[config.mk]
export PLATFORM = sky130hd
export DESIGN_NAME = jk_excitation_driver
export DESIGN_NICKNAME = d
export VERILOG_FILES = /design/src/rtl/jk_excitation_driver.sv
export SDC_FILE = /design/constraint.sdc
export NUM_CORES = 1
export LEC_CHECK = 0
export ABC_AREA = 0
export BUFFER_PORTS_ARGS = -buffer_cell sky130_fd_sc_hd__buf_2
export CAP_MARGIN = 5
export CORE_MARGIN = 2
export CORE_UTILIZATION = 45
export CTS_CLUSTER_DIAMETER = 120
export DETAILED_ROUTE_END_ITERATION = 16
export GPL_TIMING_DRIVEN = 0
export PLACE_DENSITY_LB_ADDON = 0.15
export SLEW_MARGIN = 25
export SYNTH_ARGS = -nofsm -noshare
export SYNTH_HDL_FRONTEND = slang
export SYNTH_SLANG_ARGS = --single-unit
[constraint.sdc]
create_clock -name clk -period 1.7 [get_ports clk]
set_clock_uncertainty 0.1 [all_clocks]
set_input_delay 0.255 -clock clk [delete_from_list [all_inputs] [get_ports clk]]
set_output_delay 0.255 -clock clk [all_outputs]
set_load 0.02 [all_outputs]
[src/rtl/jk_excitation_driver.sv]
// Converts a stream of requested bits into J/K excitation for an external JK flop,
// then reads the flop back one cycle later and records any mismatch.
module jk_excitation_driver #(
   parameter int CNT_W       = 8,
   parameter bit TOGGLE_PREF = 1'b0
) (
   input  logic             clk,
   input  logic             reset,
   input  logic             tgt_valid,
   input  logic             tgt_bit,
   output logic             tgt_ready,
   output logic             j,
   output logic             k,
   input  logic             q,
   input  logic             clear,
   output logic             err,
   output logic [CNT_W-1:0] err_count,
   output logic [CNT_W-1:0] bit_count
);

   localparam logic [1:0] IDLE  = 2'd0;
   localparam logic [1:0] DRIVE = 2'd1;
   localparam logic [1:0] CHECK = 2'd2;

   localparam logic             DONT_CARE = TOGGLE_PREF;
   localparam logic [CNT_W-1:0] CNT_ONE   = {{(CNT_W-1){1'b0}}, 1'b1};
   localparam logic [CNT_W-1:0] CNT_MAX   = {CNT_W{1'b1}};

   logic [1:0]       r_state;
   logic             r_tgt;
   logic             r_j;
   logic             r_k;
   logic             r_err;
   logic [CNT_W-1:0] r_errCount;
   logic [CNT_W-1:0] r_bitCount;

   logic w_accept;
   logic w_mismatch;
   logic w_jNext;
   logic w_kNext;

   assign w_accept   = tgt_valid && (r_state == IDLE);
   assign w_mismatch = (r_state == CHECK) && (q != r_tgt);

   // JK excitation table; the don't-care entries take the TOGGLE_PREF value.
   assign w_jNext = q ? DONT_CARE : tgt_bit;
   assign w_kNext = q ? ~tgt_bit  : DONT_CARE;

   always_ff @(posedge clk or negedge reset) begin
      if (!reset) begin
         r_state <= IDLE;
         r_tgt   <= 1'b0;
         r_j     <= 1'b0;
         r_k     <= 1'b0;
      end else begin
         r_j <= 1'b0;
         r_k <= 1'b0;
         case (r_state)
            IDLE: begin
               if (w_accept) begin
                  r_tgt   <= tgt_bit;
                  r_j     <= w_jNext;
                  r_k     <= w_kNext;
                  r_state <= DRIVE;
               end
            end
            DRIVE:   r_state <= CHECK;
            CHECK:   r_state <= IDLE;
            default: r_state <= IDLE;
         endcase
      end
   end

   // A mismatch in the same cycle as clear wins and restarts the count at one.
   always_ff @(posedge clk or negedge reset) begin
      if (!reset) begin
         r_err      <= 1'b0;
         r_errCount <= '0;
      end else if (w_mismatch) begin
         r_err <= 1'b1;
         if (clear) begin
            r_errCount <= CNT_ONE;
         end else if (r_errCount != CNT_MAX) begin
            r_errCount <= r_errCount + CNT_ONE;
         end
      end else if (clear) begin
         r_err      <= 1'b0;
         r_errCount <= '0;
      end
   end

   always_ff @(posedge clk or negedge reset) begin
      if (!reset) begin
         r_bitCount <= '0;
      end else if (r_state == CHECK) begin
         r_bitCount <= r_bitCount + CNT_ONE;
      end
   end

   assign tgt_ready = (r_state == IDLE);
   assign j         = r_j;
   assign k         = r_k;
   assign err       = r_err;
   assign err_count = r_errCount;
   assign bit_count = r_bitCount;

endmodule

==> results of run 1 <==
## flip-flops by register name (all words and copies together) (netlist names)
register / count
r_state: 2
bit_count: 8
err: 1
r_tgt: 1
k: 1
j: 1
err_count: 8
## cells in the final DEF (no fill, tap or decap)
cell            n
nor3b_1         2
nor2_1          6
a41oi_1         1
dlygate4sd3_1   1
xor2_4          1
nor4_1          1
and4_1          2
and3_2          1
a21oi_1         2
nand3_1         5
clkbuf_4        4
nor3_1          4
nor2b_1         3
and4bb_2        1
and2b_1         1
and2_1          1
a311oi_1        1
a31oi_1         1
nand3_2         1
ha_1            2
a211oi_1        2
xnor2_1         4
nand2_1         7
xor2_1          3
mux2i_1         1
nor3_2          1
o31ai_1         2
dfrtp_1        22
buf_1           1
and3_1          1
o211ai_1        1
buf_2          24
o21ai_0         1
clkbuf_8        1
inv_1           4
mux2_2          2
nand4_1         2
or4_1           1
## per-stage QoR
stage                     util, %  setup slack (ps)  area, sq um  total power, mW
after global routing         56.8              2.74         1230             1.43
after detailed placement     53.8              9.42         1170             1.06
after floorplan                 -               126         1010            0.933
after global placement       53.8              74.9         1170             1.05
after CTS                    55.9              8.29         1210             1.35
final                        56.8              73.7         1230             1.35
## area by class of cell
type,count,share of cell area [%]
buffer,2,0.914
inverter,4,1.22
tap,28,2.84
sequential,22,44.7
timing repair buffer,25,10.6
multi-input combinational,64,36.9
clock buffer,4,2.94
## power by group
| group | internal (mW) | total [mW] | switching (mW) |
|---|---|---|---|
| Sequential | 0.609 | 0.690 | 0.0810 |
| Combinational | 0.148 | 0.366 | 0.218 |
| Clock | 0.131 | 0.291 | 0.160 |
| Total | 0.888 | 1.35 | 0.459 |
## metal layers
metal	wire, microns	vias up	track usage (%)
met5	0	-	0
met4	27	0	7.89
met3	73	4	3.51
met2	876	17	25.9
met1	900	360	20.3
li1	-	392	-
## synth_stat cells (2+ instances only)
library cell	n	area (sq um)
dfrtp_1	22	551
nand2_1	7	26.3
nand3_1	5	25.0
inv_1	4	15.0
nor3_1	5	25.0
nor2_1	6	22.5
nand4_1	2	12.5
and4_1	2	17.5
nor2b_1	3	18.8
xor2_1	3	26.3
ha_1	2	25.0
a211oi_1	2	15.0
o31ai_1	2	15.0
nor3b_1	2	15.0
xnor2_1	4	35.0
a21oi_1	2	10.0
mux2_2	2	22.5
## worst max path at each step
stage | slack (ps) | end | start | cells past startpoint
after CTS | 8 | err_count[5] | r_tgt | 4
after floorplan | 130 | err_count[2] | err_count[1] | 5
after global routing | 3 | err_count[5] | err_count[0] | 5
after detailed placement | 9 | err_count[5] | r_tgt | 4
after global placement | 70 | err_count[5] | r_tgt | 4
final | 70 | err_count[5] | r_tgt | 4
## worst max-delay path, delay by kind of cell (launching register included)
| kind | cells | cell delay [ps] |
|---|---|---|
| and+or+nand+nor | 2 | 610 |
| DFF | 1 | 450 |
| xor gates and xnor gates | 1 | 240 |
| AOI/OAI and AO/OA | 1 | 160 |
## repair_timing
action | 4_1_cts | 5_1_grt
hold buffers | 1 | 0
setup endpoints to repair | 1 | 5
resized for setup | 0 | 3
hold endpoints to repair | 22 | 0
buffers inserted | 0 | 0
pin swaps | 1 | 0
## cell families after synthesis
kind of cell	after synthesis	share of synthesized area [%]
compound gates	11	7.54
xor+xnor	8	7.66
fa+ha+maj	2	2.47
buf+inv	6	2.35
flops	22	54.4
mux	3	3.21
simple gates	40	22.4
==> flow_summary_export.csv, run 1 <==
group,metric,value,unit
worst_setup_path,timing.critical_path.cells,"xor2_4, nand3_2, or4_1, a21oi_1",
routing,first_pass_iters,4,
worst_hold_path,holdPathStages,2,
grt,overflow,0,
routing,vias,773,
worst_hold_path,hold_start,"tgt_bit",
sta,hold_ws,13.5,ps
sta,hold_viol,0,
sta,finalMaxSlewViolations,0,
logic_synthesis,synth_area,0.00101,sq mm
clock_network,tritoncts,"done",
sta,relSlewSlack,67.9,%
power,ir_drop,820,uV
sta,post-route-period-util,95.7,%
die,die_area,0.00264,sq mm
logic_synthesis,synthArstFlopShare,100,%
worst_setup_path,cp_data_arrival_time,1770,ps
placement,place_congestion,0.809,
worst_setup_path,path_max_fanout,7,
layout,area_growth,21.8,%
layout,nNetsFinal,130,
power,power.density,1090,mW/mm^2
grt,track_usage,16.1,%
logic_synthesis,syn_avg_cell_area,11.0,sq um
grt,grt_start_max_net_pins,23,
clock_network,clk_path_buf_depth,2,
placement,post-dp-hpwl,1380,microns
worst_setup_path,reg2reg_from,"r_tgt",
clock_network,cts_buffers,3,
clock_network,worstSkewPairLatency,310,ps
die,die_x,51.4,microns
logic_synthesis,ys.flop_type,"dfrtp_1",
worst_setup_path,slowest_delay,480,ps
worst_setup_path,startpoint_type,"register",
die,start_util,46.7,%
placement,port_buffers,24,
worst_hold_path,worstHoldEndpoint,"k",
worst_setup_path,reg2reg_to,"err_count[5]",
die,rows,17,
sta,worst_slew_pin_slew,482,ps
die,die_h,51.4,microns
worst_setup_path,endpoint_kind,"register",
logic_synthesis,postSynthCellCount,92,
worst_setup_path,reg2reg_slack,70,ps
sta,setup_tns,0,ps
worst_setup_path,worst_path_max_delay_cell,"or4_1",
routing,wirelength,1880,microns
run_status,outcome,"finished, final reports clean",
clock_network,root_buffer,"clkbuf_4",
grt,grt_pass1_wl,3180,microns
logic_synthesis,yosysSeqAreaShare,54.4,%
worst_hold_path,hold_path.class,"in2reg",
layout,diodes,0,
clock_network,cts_max_level,1,
routing,initialDrtViolationCount,10,
worst_setup_path,reg2regPathDepth,4,
logic_synthesis,synth.distinct_cells,34,
worst_setup_path,critPathKind,"reg2reg",
sta,max_freq,615,MHz
sta,setup_viol,0,
grt,grt_pass1_vias,742,
routing,wl_per_cell,12.6,microns
worst_setup_path,cp_data_required_time,1840,ps
job,maxCapViolCount,0,
sta,rsz0062_at_grt,"false",
clock_network,cts.sinks,22,
layout,drive_above_1_share,29.8,%
logic_synthesis,synth-seq-cells,22,
die,core,0.00217,sq mm
layout,multi_input_area,454,sq um
layout,fill_cells,209,
layout,fin_cells,149,
clock_network,path_clk_slew,120,ps
routing,ant_nets,0,
logic_synthesis,ys_warn_count,0,
die,ios,26,
sta,min_period,1630,ps
power,p_leak,0.597,nW
placement,dp.cells,144,
layout,regArea,551,sq um
grt,antenna_found_initial,0,
logic_synthesis,synth_edf_count,0,
routing,routed_via_density,5.19,
logic_synthesis,synth_nets,100,
routing,drc,0,
Note: power is estimated with default switching activity, not from simulation.
==> inputs of run 2 (changes only) <==
GPL_ROUTABILITY_DRIVEN = 0   (was default)
PLACE_DENSITY = 0.76   (was default)
PLACE_DENSITY_LB_ADDON = default   (was 0.15)
==> run 2 against run 1 <==
  * Sequential cell count did not move
  * Wire length fell by 4.3%
  * Final area did not move
  * Sequential power barely moved
  * Clock power fell by 4%
  * Count of clock-buffer cells in the layout did not move
  * Worst setup slack improved by 33 ps
  * Global-route usage fell by 1.2 points
  * Total power fell by 0.23%
  * Highest routed layer unchanged
  * Cell count did not move
  * First-iteration DRC count fell by 10%
  * Critical path depth did not move
==> flow_summary_export.csv, run 2 (synthesis gave the netlist of run 1 again) <==
group,metric,value,unit
grt,track_usage,14.9,%
layout,area_growth,21.8,%
worst_setup_path,cp_data_arrival_time,1730,ps
grt,overflow,0,
run_status,outcome,"finished, final reports clean",
routing,wl_per_cell,12.1,microns
worst_setup_path,cp_data_required_time,1830,ps
sta,setup_tns,0,ps
worst_hold_path,hold_start,"tgt_bit",
sta,hold_viol,0,
worst_setup_path,worst_path_max_delay_cell,"or4_1",
worst_hold_path,worstHoldEndpoint,"k",
sta,hold_ws,19.0,ps
clock_network,clk_path_buf_depth,2,
routing,drc,0,
sta,post-route-period-util,93.7,%
routing,first_pass_iters,4,
sta,setup_viol,0,
clock_network,cts.sinks,22,
sta,min_period,1590,ps
worst_setup_path,endpoint_kind,"register",
sta,worst_slew_pin_slew,483,ps
grt,grt_pass1_wl,2920,microns
grt,grt_start_max_net_pins,23,
clock_network,cts_buffers,3,
die,core,0.00217,sq mm
die,start_util,46.7,%
power,power,1.34,mW
placement,dp.cells,144,
worst_setup_path,reg2reg_to,"err_count[5]",
grt,antenna_found_initial,0,
routing,vias,789,
clock_network,tritoncts,"done",
worst_setup_path,reg2reg_from,"r_tgt",
sta,max_freq,628,MHz
routing,wirelength,1800,microns
layout,post-route-util,56.8,%
layout,diodes,0,
layout,drive_above_1_share,29.8,%
clock_network,worstSkewPairLatency,300,ps
worst_setup_path,reg2regPathDepth,4,
layout,fin_cells,149,
routing,ant_nets,0,
worst_setup_path,timing.critical_path.cells,"xor2_4, nand3_2, or4_1, a21oi_1",
placement,port_buffers,24,
clock_network,path_clk_slew,120,ps
die,ios,26,
sta,relSlewSlack,67.8,%
layout,nNetsFinal,130,
worst_hold_path,holdPathStages,2,
power,p_leak,0.598,nW
die,die_x,51.4,microns
worst_setup_path,path_max_fanout,7,
die,rows,17,
clock_network,root_buffer,"clkbuf_4",
routing,initialDrtViolationCount,9,
worst_setup_path,slowest_delay,480,ps
die,die_h,51.4,microns
grt,grt_pass1_vias,691,
sta,finalMaxSlewViolations,0,
clock_network,cts_max_level,1,
worst_setup_path,startpoint_type,"register",
die,die_area,0.00264,sq mm
clock_network,post_cts_buffers,0,
power,power.density,1090,mW/mm^2
worst_setup_path,critPathKind,"reg2reg",
placement,post-dp-hpwl,1350,microns
routing,routed_via_density,5.30,
worst_setup_path,reg2reg_slack,110,ps
sta,rsz0062_at_grt,"false",
worst_setup_path,crit_path_start,"r_tgt",
job,maxCapViolCount,0,
layout,final_cell_mix,"24 x buf_2, 22 x dfrtp_1, 7 x nand2_1",
layout,mostFrequentLayoutCell,"buf_2",
power,ir_drop,860,uV
worst_hold_path,hold_path.class,"in2reg",
run 2: cell count changes in the layout (fill, tap and decap cells not counted):
cell / before / now
buf_4: 0 / 1
clkbuf_4: 4 / 3
run 2: area by class of cell:
cell class	instances	area (sq um)
Inverter	4	15.0
Multi-Input combinational cell	64	454
Timing Repair Buffer	25	130
Clock buffer	4	36.3
Buffer	2	11.3
Sequential cell	22	551
Fill cell	218	937
Tap cell	28	35.0
run 2: worst max-delay path, delay by kind of cell (launching register included):
family,cells,cell delay [ps]
xor+xnor,1,240
simple gates,2,590
flops,1,450
compound gates,1,150
run 2: worst max path at each step:
stage | slack (ps) | cells past startpoint | end
CTS | 20 | 4 | err_count[5]
floorplan | 130 | 5 | err_count[2]
global route | 20 | 5 | err_count[6]
global placement | 80 | 4 | err_count[5]
finish | 110 | 4 | err_count[5]
detailed placement | 50 | 4 | err_count[5]
run 2: repair_timing:
action	in CTS	in global routing
hold buffers	1	0
resized for setup	0	4
setup endpoints to repair	0	5
hold endpoints to repair	22	0
run 2: power by group:
group	internal, mW	switching [mW]
clock	0.131	0.150
combinational	0.149	0.222
sequential	0.609	0.0834
total	0.889	0.455
run 2: metrics by stage:
step	cell area, sq um	setup WS, ps
after global routing	1230	19.8
after global placement	1170	79.0
after CTS	1210	20.4
final	1230	107
after floorplan	1010	126
after detailed placement	1170	47.4
run 2: layer usage:
layer	vias up	GRT usage [%]	routed length, microns
met5	-	0	0
met1	374	19.1	874
li1	394	-	-
met2	19	23.9	847
met4	0	7.89	14
met3	2	2.63	61
==> inputs of run 3 (changes only) <==
ABC_AREA = 1   (was 0)
PLACE_DENSITY = 0.74   (was 0.76)
==> run 3 against run 2 <==
  * Register-to-register slack better by 70 ps
  * Global-route usage is 2.7 points higher
  * Combinational power is 8.6% lower
  * Die area is 13% higher
  * Critical path depth is 4 higher
  * Worst setup slack better by 73 ps
  * Sequential share of layout area is 4.2 points lower
  * Non-clock buffer count stayed put
  * Final area is 10% higher
  * First-iteration DRC count is 78% higher
  * Synthesized area is 14% higher
  * Critical path type unchanged
  * Critical endpoint is now err_count[7]
  * Largest power group unchanged
  * Highest routed layer unchanged
==> flow_summary_export.csv, run 3 <==
group,metric,value,unit
run_status,outcome,"finished, final reports clean",
routing,routed_via_density,4.90,
logic_synthesis,synthArstFlopShare,100,%
logic_synthesis,synth_top_area_share,47.7,%
worst_setup_path,critPathMostFrequentCell,"nand2_1",
worst_setup_path,startpoint_type,"register",
worst_hold_path,holdPathStages,2,
worst_setup_path,slowest_delay,460,ps
sta,worst_slew_pin_slew,487,ps
layout,final_cell_mix,"58 x nand2_1, 25 x buf_2, 23 x inv_1",
clock_network,cts.sinks,22,
worst_setup_path,reg2reg_to,"err_count[7]",
grt,antenna_found_initial,0,
layout,diodes,0,
die,die_h,54.7,microns
power,p_leak,0.791,nW
layout,mostFrequentLayoutCell,"nand2_1",
grt,overflow,0,
worst_setup_path,crit_path_start,"err_count[0]",
sta,post-route-period-util,89.4,%
worst_setup_path,timing.critical_path.cells,"ha_1, nand2_2, nor2_4, nand3_4, clkinv_1, nor2_1, nand2_1, nand2_1",
worst_setup_path,reg2reg_from,"err_count[0]",
routing,drc,0,
grt,track_usage,17.6,%
logic_synthesis,ys.flop_type,"dfrtp_1",
logic_synthesis,synth.most_common_cell,"nand2_1",
worst_setup_path,worst_path_max_delay_cell,"dfrtp_1",
routing,wl_met2,1110,microns
sta,hold_ws,19.1,ps
logic_synthesis,syn_avg_cell_area,7.60,sq um
layout,nNetsFinal,192,
sta,relSlewSlack,67.5,%
job,maxCapViolCount,0,
layout,fin_cells,212,
die,start_util,47.0,%
worst_setup_path,cp_data_arrival_time,1670,ps
power,power,1.25,mW
logic_synthesis,synth.distinct_cells,19,
sta,setup_viol,0,
power,ir_drop,569,uV
worst_setup_path,cp_data_required_time,1850,ps
worst_setup_path,critPathKind,"reg2reg",
logic_synthesis,synth_area,0.00115,sq mm
routing,wl_met1,1040,microns
clock_network,clk_path_buf_depth,2,
layout,area_growth,17.8,%
sta,finalMaxSlewViolations,0,
logic_synthesis,synth_edf_count,0,
clock_network,post_cts_buffers,0,
worst_hold_path,hold_start,"q",
routing,initialDrtViolationCount,16,
power,power.density,916,mW/mm^2
routing,first_pass_iters,5,
logic_synthesis,netlist_top_cells_count,"58 x nand2_1, 23 x inv_1, 22 x dfrtp_1",
routing,wl_per_cell,10.7,microns
layout,drive_above_1_share,18.7,%
placement,port_buffers,25,
placement,dpl_cell_area,0.00132,sq mm
placement,post-dp-hpwl,1730,microns
logic_synthesis,synth_nets,160,
clock_network,cts_max_level,1,
layout,post-route-util,55.4,%
grt,grt_pass1_wl,3710,microns
sta,max_freq,658,MHz
routing,vias,1039,
clock_network,path_clk_slew,120,ps
clock_network,worstSkewPairLatency,300,ps
die,core,0.00245,sq mm
grt,grt_start_max_net_pins,23,
worst_hold_path,worstHoldEndpoint,"j",
clock_network,post_cts_resized,0,
placement,dp.cells,207,
routing,ant_nets,0,
routing,wirelength,2270,microns
sta,finalWorstSetupSlack,180,ps
worst_setup_path,path_max_fanout,6,
placement,dp_slack,199,ps
die,die_x,54.7,microns
die,ios,26,
logic_synthesis,postSynthCellCount,152,
worst_setup_path,reg2reg_slack,180,ps
clock_network,cts_buffers,3,
routing,dr_wl_met3,96,microns
die,rows,18,
die,die_area,0.00299,sq mm
worst_setup_path,endpoint_kind,"register",
grt,grt_pass1_vias,874,
layout,fill_cells,255,
logic_synthesis,synth_area_leaders,"dfrtp_1 48%, nand2_1 19%, inv_1 7.5%",
layout,stdcell_area,0.00136,sq mm
logic_synthesis,yosysSeqAreaShare,47.7,%
clock_network,tritoncts,"done",
sta,setup_tns,0,ps
worst_hold_path,hold_path.class,"in2reg",
sta,rsz0062_at_grt,"false",
worst_setup_path,reg2regPathDepth,8,
sta,hold_viol,0,
logic_synthesis,synth-seq-cells,22,
logic_synthesis,yosysTopAreaCell,"dfrtp_1",
clock_network,root_buffer,"clkbuf_4",
routing,routed.top_layer,"met4",
sta,min_period,1520,ps
logic_synthesis,ys_warn_count,0,
[run 3: worst max-delay path by stage]
stage	slack (ps)	end
2_1_floorplan	220	err_count[1]
3_3_place_gp	220	err_count[5]
3_5_place_dp	200	err_count[7]
4_1_cts	160	err_count[7]
5_1_grt	60	err_count[5]
6_report	180	err_count[7]
[run 3: repair_timing]
| item | CTS | global route |
|---|---|---|
| endpoints found under the hold margin | 23 | 0 |
| setup endpoints to repair | 0 | 0 |
| hold buffers | 2 | 0 |
[run 3: cell type report]
cell class | count | area (sq um) | share of cell area, %
repair buffers | 27 | 145 | 10.7
clock buffers | 3 | 22.5 | 1.66
well taps | 30 | 37.5 | 2.76
flip-flops and latches | 22 | 551 | 40.5
multi-input cells | 106 | 514 | 37.8
inverters | 24 | 90.1 | 6.62
[run 3: critical path, delay by kind of cell (launching register included)]
family / cells / cell delay (ps)
and+or+nand+nor: 6 / 580
DFF: 1 / 460
adders and majority gates: 1 / 270
buffers and inverters: 1 / 60
[run 3: cells by family after synthesis]
kind of cell    count (synthesis)  share of synthesized area (%)
buf+inv                        24                           7.80
flops                          22                           47.7
compound gates                  4                           2.17
xor+xnor                        4                           3.03
simple gates                   96                           37.2
fa+ha+maj                       2                           2.17
[run 3: metal layers]
| metal | global-route usage (%) | vias to the layer above |
|---|---|---|
| met2 | 29.2 | 24 |
| met4 | 8.75 | 0 |
| met3 | 2.73 | 2 |
| li1 | - | 533 |
| met1 | 22.1 | 480 |
| met5 | 0 | - |
[run 3: power breakdown]
part | internal [mW] | leakage (nW) | switching [mW]
clock | 0.0826 | 0.0138 | 0.148
combinational | 0.116 | 0.483 | 0.223
sequential | 0.597 | 0.295 | 0.0792
